[config.mk]
export PLATFORM = sky130hd
export DESIGN_NAME = clk_div_multi
export DESIGN_NICKNAME = d
export VERILOG_FILES = /design/src/rtl/clk_div_multi.sv
export SDC_FILE = /design/constraint.sdc
export NUM_CORES = 1
export LEC_CHECK = 0
export BUFFER_PORTS_ARGS = -buffer_cell sky130_fd_sc_hd__buf_2
export CAP_MARGIN = 5
export CORE_UTILIZATION = 40
export DETAILED_ROUTE_END_ITERATION = 10
export GPL_TIMING_DRIVEN = 0
export HOLD_SLACK_MARGIN = 0.05
export PLACE_DENSITY = 0.65
export SETUP_SLACK_MARGIN = 0.5
export SYNTH_ARGS = -nofsm -noshare
export SYNTH_HDL_FRONTEND = slang
export SYNTH_HIERARCHICAL = 1
export SYNTH_SLANG_ARGS = --single-unit
[constraint.sdc]
create_clock -name clk -period 3.45 [get_ports clk]
set_clock_uncertainty 0.15 [all_clocks]
set_input_delay 0 -clock clk [delete_from_list [all_inputs] [get_ports clk]]
set_output_delay 0 -clock clk [all_outputs]
set_load 0.05 [all_outputs]
[src/rtl/clk_div_multi.sv]
// Multi-channel programmable clock divider.
// Each channel divides clk by a runtime-loadable integer and produces a
// near-50% square wave (slowclk), a one-cycle tick per period, and reports
// the divisor in effect. New divisors only take effect at a period boundary
// (wrap) or on a global sync_clr, so slowclk never glitches mid-period.

// ---------------------------------------------------------------------------
// One divider channel.
// ---------------------------------------------------------------------------
module clk_div_ch #(
  parameter int CNT_W   = 24,
  parameter int DEF_DIV = 2
) (
  input  logic             clk,
  input  logic             reset,
  input  logic             en,
  input  logic             sync_clr,
  input  logic             div_load,
  input  logic [CNT_W-1:0] div_in,
  output logic             slowclk,
  output logic             tick,
  output logic [CNT_W-1:0] div_active
);

  localparam logic [CNT_W-1:0] DIV_RST = CNT_W'(DEF_DIV);
  localparam logic [CNT_W-1:0] MIN_DIV = CNT_W'(2);
  localparam logic [CNT_W-1:0] ONE     = CNT_W'(1);

  logic [CNT_W-1:0] cnt, cnt_nxt;
  logic [CNT_W-1:0] pdiv, pdiv_nxt;
  logic [CNT_W-1:0] div_nxt;
  logic [CNT_W-1:0] ld_val;
  logic [CNT_W-1:0] cnt_inc;
  logic [CNT_W-1:0] div_apply;
  logic             pend, pend_nxt;
  logic             slow_nxt, tick_nxt;
  logic             wrap;

  // Divisors below 2 cannot produce a square wave; clamp them up to 2.
  assign ld_val  = (div_in < MIN_DIV) ? MIN_DIV : div_in;
  // cnt never exceeds D-1 (D changes only when cnt returns to 0), so the
  // increment cannot overflow even for D = 2^CNT_W-1.
  assign cnt_inc = cnt + ONE;
  assign wrap    = (cnt == div_active - ONE);

  // Divisor chosen at a boundary: a same-edge load beats an older pending one.
  assign div_apply = div_load ? ld_val : (pend ? pdiv : div_active);

  // Next-state: sync_clr > hold (en low) > wrap > count.
  always_comb begin
    cnt_nxt  = cnt;
    pdiv_nxt = pdiv;
    div_nxt  = div_active;
    pend_nxt = pend;
    slow_nxt = slowclk;
    tick_nxt = 1'b0;
    if (sync_clr) begin
      cnt_nxt  = '0;
      slow_nxt = 1'b0;
      pend_nxt = 1'b0;
      div_nxt  = div_apply;
    end else if (!en) begin
      if (div_load) begin
        pdiv_nxt = ld_val;
        pend_nxt = 1'b1;
      end
    end else if (wrap) begin
      cnt_nxt  = '0;
      tick_nxt = 1'b1;
      slow_nxt = 1'b0;
      div_nxt  = div_apply;
      pend_nxt = 1'b0;
    end else begin
      cnt_nxt  = cnt_inc;
      slow_nxt = (cnt_inc >= (div_active >> 1));
      if (div_load) begin
        pdiv_nxt = ld_val;
        pend_nxt = 1'b1;
      end
    end
  end

  // Channel state; async reset discards phase and any pending load.
  always_ff @(posedge clk or negedge reset) begin
    if (!reset) begin
      cnt        <= '0;
      pdiv       <= DIV_RST;
      div_active <= DIV_RST;
      pend       <= 1'b0;
      slowclk    <= 1'b0;
      tick       <= 1'b0;
    end else begin
      cnt        <= cnt_nxt;
      pdiv       <= pdiv_nxt;
      div_active <= div_nxt;
      pend       <= pend_nxt;
      slowclk    <= slow_nxt;
      tick       <= tick_nxt;
    end
  end

endmodule

// ---------------------------------------------------------------------------
// Top: NUM_CH independent channels sharing clk, reset and sync_clr.
// ---------------------------------------------------------------------------
module clk_div_multi #(
  parameter int NUM_CH  = 4,
  parameter int CNT_W   = 24,
  parameter int DEF_DIV = 2
) (
  input  logic                    clk,
  input  logic                    reset,
  input  logic [NUM_CH-1:0]       en,
  input  logic                    sync_clr,
  input  logic [NUM_CH-1:0]       div_load,
  input  logic [NUM_CH*CNT_W-1:0] div_in,
  output logic [NUM_CH-1:0]       slowclk,
  output logic [NUM_CH-1:0]       tick,
  output logic [NUM_CH*CNT_W-1:0] div_active
);

  for (genvar g = 0; g < NUM_CH; g++) begin : g_ch
    clk_div_ch #(
      .CNT_W   (CNT_W),
      .DEF_DIV (DEF_DIV)
    ) u_ch (
      .clk        (clk),
      .reset      (reset),
      .en         (en[g]),
      .sync_clr   (sync_clr),
      .div_load   (div_load[g]),
      .div_in     (div_in[g*CNT_W +: CNT_W]),
      .slowclk    (slowclk[g]),
      .tick       (tick[g]),
      .div_active (div_active[g*CNT_W +: CNT_W])
    );
  end

endmodule
Word-level counts from Yosys, hierarchy flattened
Index checks and enable logic that the tools add are counted.
{"block": "totals", "regBits": 300, "latchBits": 0, "ram_bits": 0, "mem_bits_ro": 0, "output_inout_bits": 104, "wordCells": 153, "n_memories": 0}
{"block": "classes", "n_addsub": 8, "mul": 0, "n_div": 0, "magnitude_cmp": 8, "n_eq_ne": 8, "n_shift": 0, "muxes": 88, "n_bitwise": 1, "reduce_logical": 16}
{"cell": "24-bit 2-to-1 mux", "count": 48}
{"cell": "24-bit by 1-bit adder with 24-bit output (second input constant)", "count": 4}
{"cell": "24-bit == test", "count": 4}
{"cell": "24-bit by 23-bit greater-or-equal comparator with 1-bit output", "count": 4}
{"cell": "24-bit by 2-bit < comparator with 1-bit output (second input constant)", "count": 4}
{"cell": "24-bit by 1-bit subtractor with 24-bit output (second input constant)", "count": 4}
{"cell": "1-bit 2-to-1 mux", "count": 40}
{"cell": "2-bit AND reduction", "count": 8}
{"cell": "2-bit nonzero test", "count": 8}
{"cell": "2-bit != test (second input constant)", "count": 4}
{"cell": "1-bit NOT", "count": 1}

Longest topological paths before layout
{"block": "logic_depth", "depth_word": 6, "mapped_depth": 16}

Hierarchy
The synthesis kept the hierarchy.
{"mod": "clk_div_ch", "instances": 4, "cells_per_inst": 498, "area_each_um2": 5109.9}

Least setup slack after synthesis
Ideal clock, no wire load.
{"block": "synth_path", "path_kind": "flip-flop to flip-flop", "from": "register g_ch[0].u_ch.div_active[0]", "to": "register g_ch[0].u_ch.pdiv[10]", "setup_ns": 0.125, "t_arrival_ns": 3.569, "required_ns": 3.175, "path_slack_ns": -0.394, "path_stages_with_launch": 12, "path_buffers": 1, "synth_period_minus_slack_ns": 3.844, "path_cell_list": "dfrtp_1 > inv_1 > ha_1 > nor4b_4 > nand3_4 > a311o_1 > a2111oi_2 > nand2_1 > or4_4 > o311ai_4 > buf_4 > mux2_2"}
{"block": "synth_via", "elab_chain_cells": 4}
{"element": "start: declaration", "line_no": "22", "source": "output logic [CNT_W-1:0] div_active"}
{"element": "start signal: assignment", "line_no": "95", "source": "div_active <= div_nxt;"}
{"element": "24-bit by 1-bit subtractor with 24-bit output", "line_no": "44", "source": "assign wrap = (cnt == div_active - ONE);"}
{"element": "24-bit == test", "line_no": "44"}
{"element": "2-bit != test (no source line)"}
{"element": "2-bit AND reduction (no source line)"}
{"element": "end signal: assignment", "line_no": "94", "source": "pdiv <= pdiv_nxt;"}
{"element": "end: declaration", "line_no": "30", "source": "logic [CNT_W-1:0] pdiv, pdiv_nxt;"}
No other way between the ends.
A chain may end at the register's enable or synchronous reset.

Worst setup path after layout
{"block": "layout_path", "from": "register g_ch[0].u_ch.div_active[0]", "to": "register g_ch[0].u_ch.div_active[11]"}
{"block": "layout_via", "elab_chain_cells": 4}
{"element": "24-bit by 1-bit subtractor with 24-bit output", "line_no": "44"}
{"element": "24-bit == test", "line_no": "44"}
{"element": "2-bit nonzero test (no source line)"}
{"element": "2-bit AND reduction (no source line)"}
No other way between the ends.

==> impl_metrics.env <==
export IMPL_status="complete, but fails checks"
export IMPL_failed_checks="negative setup slack"
export IMPL_peakVddDrop_v=0.000437
export IMPL_crit_buf_inv=5
export IMPL_slew_headroom=0.306
export IMPL_grt_max_degree=112
export IMPL_vias=18406
export IMPL_cap_violations=0
export IMPL_io_pin_count=211
export IMPL_cp_num_cells=14
export IMPL_grt_met1_usage=0.335
export IMPL_grt_pass1_vias=18739
export IMPL_routabilityCongestion=0.934
export IMPL_fin_crit_sh=1.08
export IMPL_crit_path_frequent_cell="buf_12"
export IMPL_clk_pin_slew_ns=0.05
export IMPL_grt_pass1_wl_um=105000
export IMPL_hp_class="in -> reg"
export IMPL_viasPerCell=5.76
export IMPL_io_buffers=202
export IMPL_grt_usage=0.250
export IMPL_ys_seq_area_frac=0.368
export IMPL_crit_type="reg -> reg"
export IMPL_pre_cts_slack_ns=-0.664
export IMPL_die_area_um2=52000
export IMPL_use_met3=0.0369
export IMPL_routed_wl_um=66800
export IMPL_insertion_delay_ns=0.55
export IMPL_cts_root_buf="clkbuf_16"
export IMPL_final_util=0.563
export IMPL_fmaxAchievable_mhz=269
export IMPL_mostFrequentLayoutCells="dfrtp_1 (263), buf_2 (202), mux2i_1 (186)"
export IMPL_synth_edf_count=0
export IMPL_end_kind="register"
export IMPL_final_common_cell="dfrtp_1"
export IMPL_yosys_warnings=6
export IMPL_grt_ovfl_total=0
export IMPL_numCtsBuffers=38
export IMPL_die_w_um=228
export IMPL_async_flop_share=1.00
export IMPL_slowest_stage="or4_4"
export IMPL_rsz0062_at_grt="yes"
export IMPL_core_area_um2=50300
export IMPL_max_stage_delay_ns=0.48
export IMPL_finalMaxSlewViolations=0
export IMPL_critPathLaunchType="register"
export IMPL_antenna_found_initial=2
export IMPL_tightest_slew_ns=1.04
export IMPL_ys_types=61
export IMPL_drive_gt1_frac=0.311
export IMPL_synthesis_nets=2199
export IMPL_crit_fanout=5
export IMPL_synth_seq_cells=300
export IMPL_syn_area_per_cell_um2=10.3
export IMPL_reg2reg_depth=14
export IMPL_drc=0
export IMPL_fp_dieH_um=228
export IMPL_dpl_hpwl_um=44500
export IMPL_placed_cells=2868
export IMPL_syn_cell_area_um2=20400
export IMPL_cts_buffer_depth=3
export IMPL_crit_arrival_ns=4.02
export IMPL_hold_viol_final=0
export IMPL_critical_path_top_delay_family="simple AND/OR/NAND/NOR gates"
export IMPL_whs_path_depth=3
export IMPL_cts_sink_count=300
export IMPL_fin_ws_ns=-0.263
export IMPL_firstDrtPassIters=6
export IMPL_period_needed_ns=3.71
export IMPL_initial_core_util=0.407
export IMPL_total_leakage_power_nw=13.1
export IMPL_setup_viol=186
export IMPL_cts_tree="yes"
export IMPL_finalNonFillerCells=3196
export IMPL_grt_busiest_layer="met2"
export IMPL_nets=2704
export IMPL_grtUsageMet2=0.409
export IMPL_drt_iter0_markers=1509
export IMPL_synth_cells=1992
export IMPL_cts_max_level=2
export IMPL_path_cells="inv_2 -> ha_4 -> nor4b_4 -> nand3_4 -> a311o_1 -> a2111oi_4 -> nand2_1 -> or4_4 -> buf_12 -> o41ai_4 -> buf_6 -> buf_12 -> buf_12 -> mux2i_2"
export IMPL_required_ns=3.76
export IMPL_syn2layout_area_growth_pct=38.5
export IMPL_p_per_area_nw_per_um2=476
export IMPL_wire_per_inst_um=20.9
export IMPL_synthFlopType="dfrtp_1"
export IMPL_ant_nets=0
export IMPL_totalPowerFinal_w=0.0135
export IMPL_num_rows=82
tightest hold or removal path: stages:
cell and delay, ns:
dlygate4sd3_1 0.51, buf_2 0.12, mux2_4 0.13
logic make-up after synthesis:
family,synth area share
simple gates,0.156
compound gates,0.128
flops,0.368
mux,0.151
xor+xnor,0.0926
buf+inv,0.0426
fa+ha+maj,0.0612
metrics by stage:
step                      setup TNS, ns  hold WS (ns)  cell area, um^2
final                            -18.23        0.0972            28300
after floorplan                  -12.24        -0.446            21000
after global routing             -40.35        0.0972            28300
after global placement         -1164.80         0.114            22800
after CTS                        -26.20        0.0584            27400
after detailed placement        -100.46       -0.0565            22900
where the power goes:
part / internal [W] / switching (W) / leakage (nW)
clock network: 0.00266 / 0.00162 / 0.646
logic: 0.00175 / 0.00286 / 8.75
registers: 0.00396 / 0.000628 / 3.71
registers in the layout, summed over array words and instances, names as in the netlist:
register	count
g_ch.u_ch/tick	4
g_ch.u_ch/slowclk	4
g_ch.u_ch/pdiv	96
g_ch.u_ch/pend	4
g_ch.u_ch/div_active	96
g_ch.u_ch/cnt	96
final timing paths:
| path | from | end | slack [ns] |
|---|---|---|---|
| min | div_in[7] | g_ch[0].u_ch/pdiv[7] | 0.1 |
| min in group asynchronous | reset | g_ch[1].u_ch/cnt[20] | 0.43 |
| max | g_ch[0].u_ch/div_active[0] | g_ch[0].u_ch/div_active[11] | -0.26 |
| min reg2reg | g_ch[1].u_ch/slowclk | g_ch[1].u_ch/slowclk | 0.34 |
| max in group asynchronous | reset | g_ch[3].u_ch/pdiv[1] | 1.19 |
| max reg2reg | g_ch[0].u_ch/div_active[0] | g_ch[0].u_ch/div_active[11] | -0.26 |
synthesized netlist by cell type (56+ instances only):
library cell / count / area, um^2
nand3_1: 64 / 320
clkbuf_1: 64 / 240
xnor2_1: 120 / 1050
dfrtp_1: 292 / 7310
mux2i_1: 192 / 1920
inv_1: 116 / 435
mux2_2: 96 / 1080
a32o_1: 68 / 681
nor2_1: 76 / 285
nand4_1: 56 / 350
ha_1: 100 / 1250
nand2_1: 88 / 330
nor3_1: 100 / 500
xor2_1: 96 / 841
per-layer routing:
layer  part of all wire  vias up
met5            0.00019        -
met4              0.032        2
met3              0.054      128
met2               0.47      634
met1               0.44     9209
li1                   -     8433
final cells by class:
| type | instances | area [um^2] |
|---|---|---|
| antenna | 1 | 2.50 |
| clock buffer | 51 | 1090 |
| buffer | 84 | 773 |
| fill | 4230 | 22000 |
| timing repair buffer | 462 | 3890 |
| sequential | 300 | 7550 |
| clock inverter | 15 | 236 |
| tap | 672 | 841 |
| multi-input combinational | 1495 | 13500 |
| inverter | 116 | 435 |
repair_timing:
item | CTS | global route
pin swaps | 71 | 89
hold buffers | 109 | 0
setup buffers | 116 | 17
setup endpoints to repair | 300 | 300
gates resized for setup | 209 | 159
hold endpoints to repair | 428 | 0
cloned | 11 | 8
No activity file was read; power rests on OpenSTA's default activity.
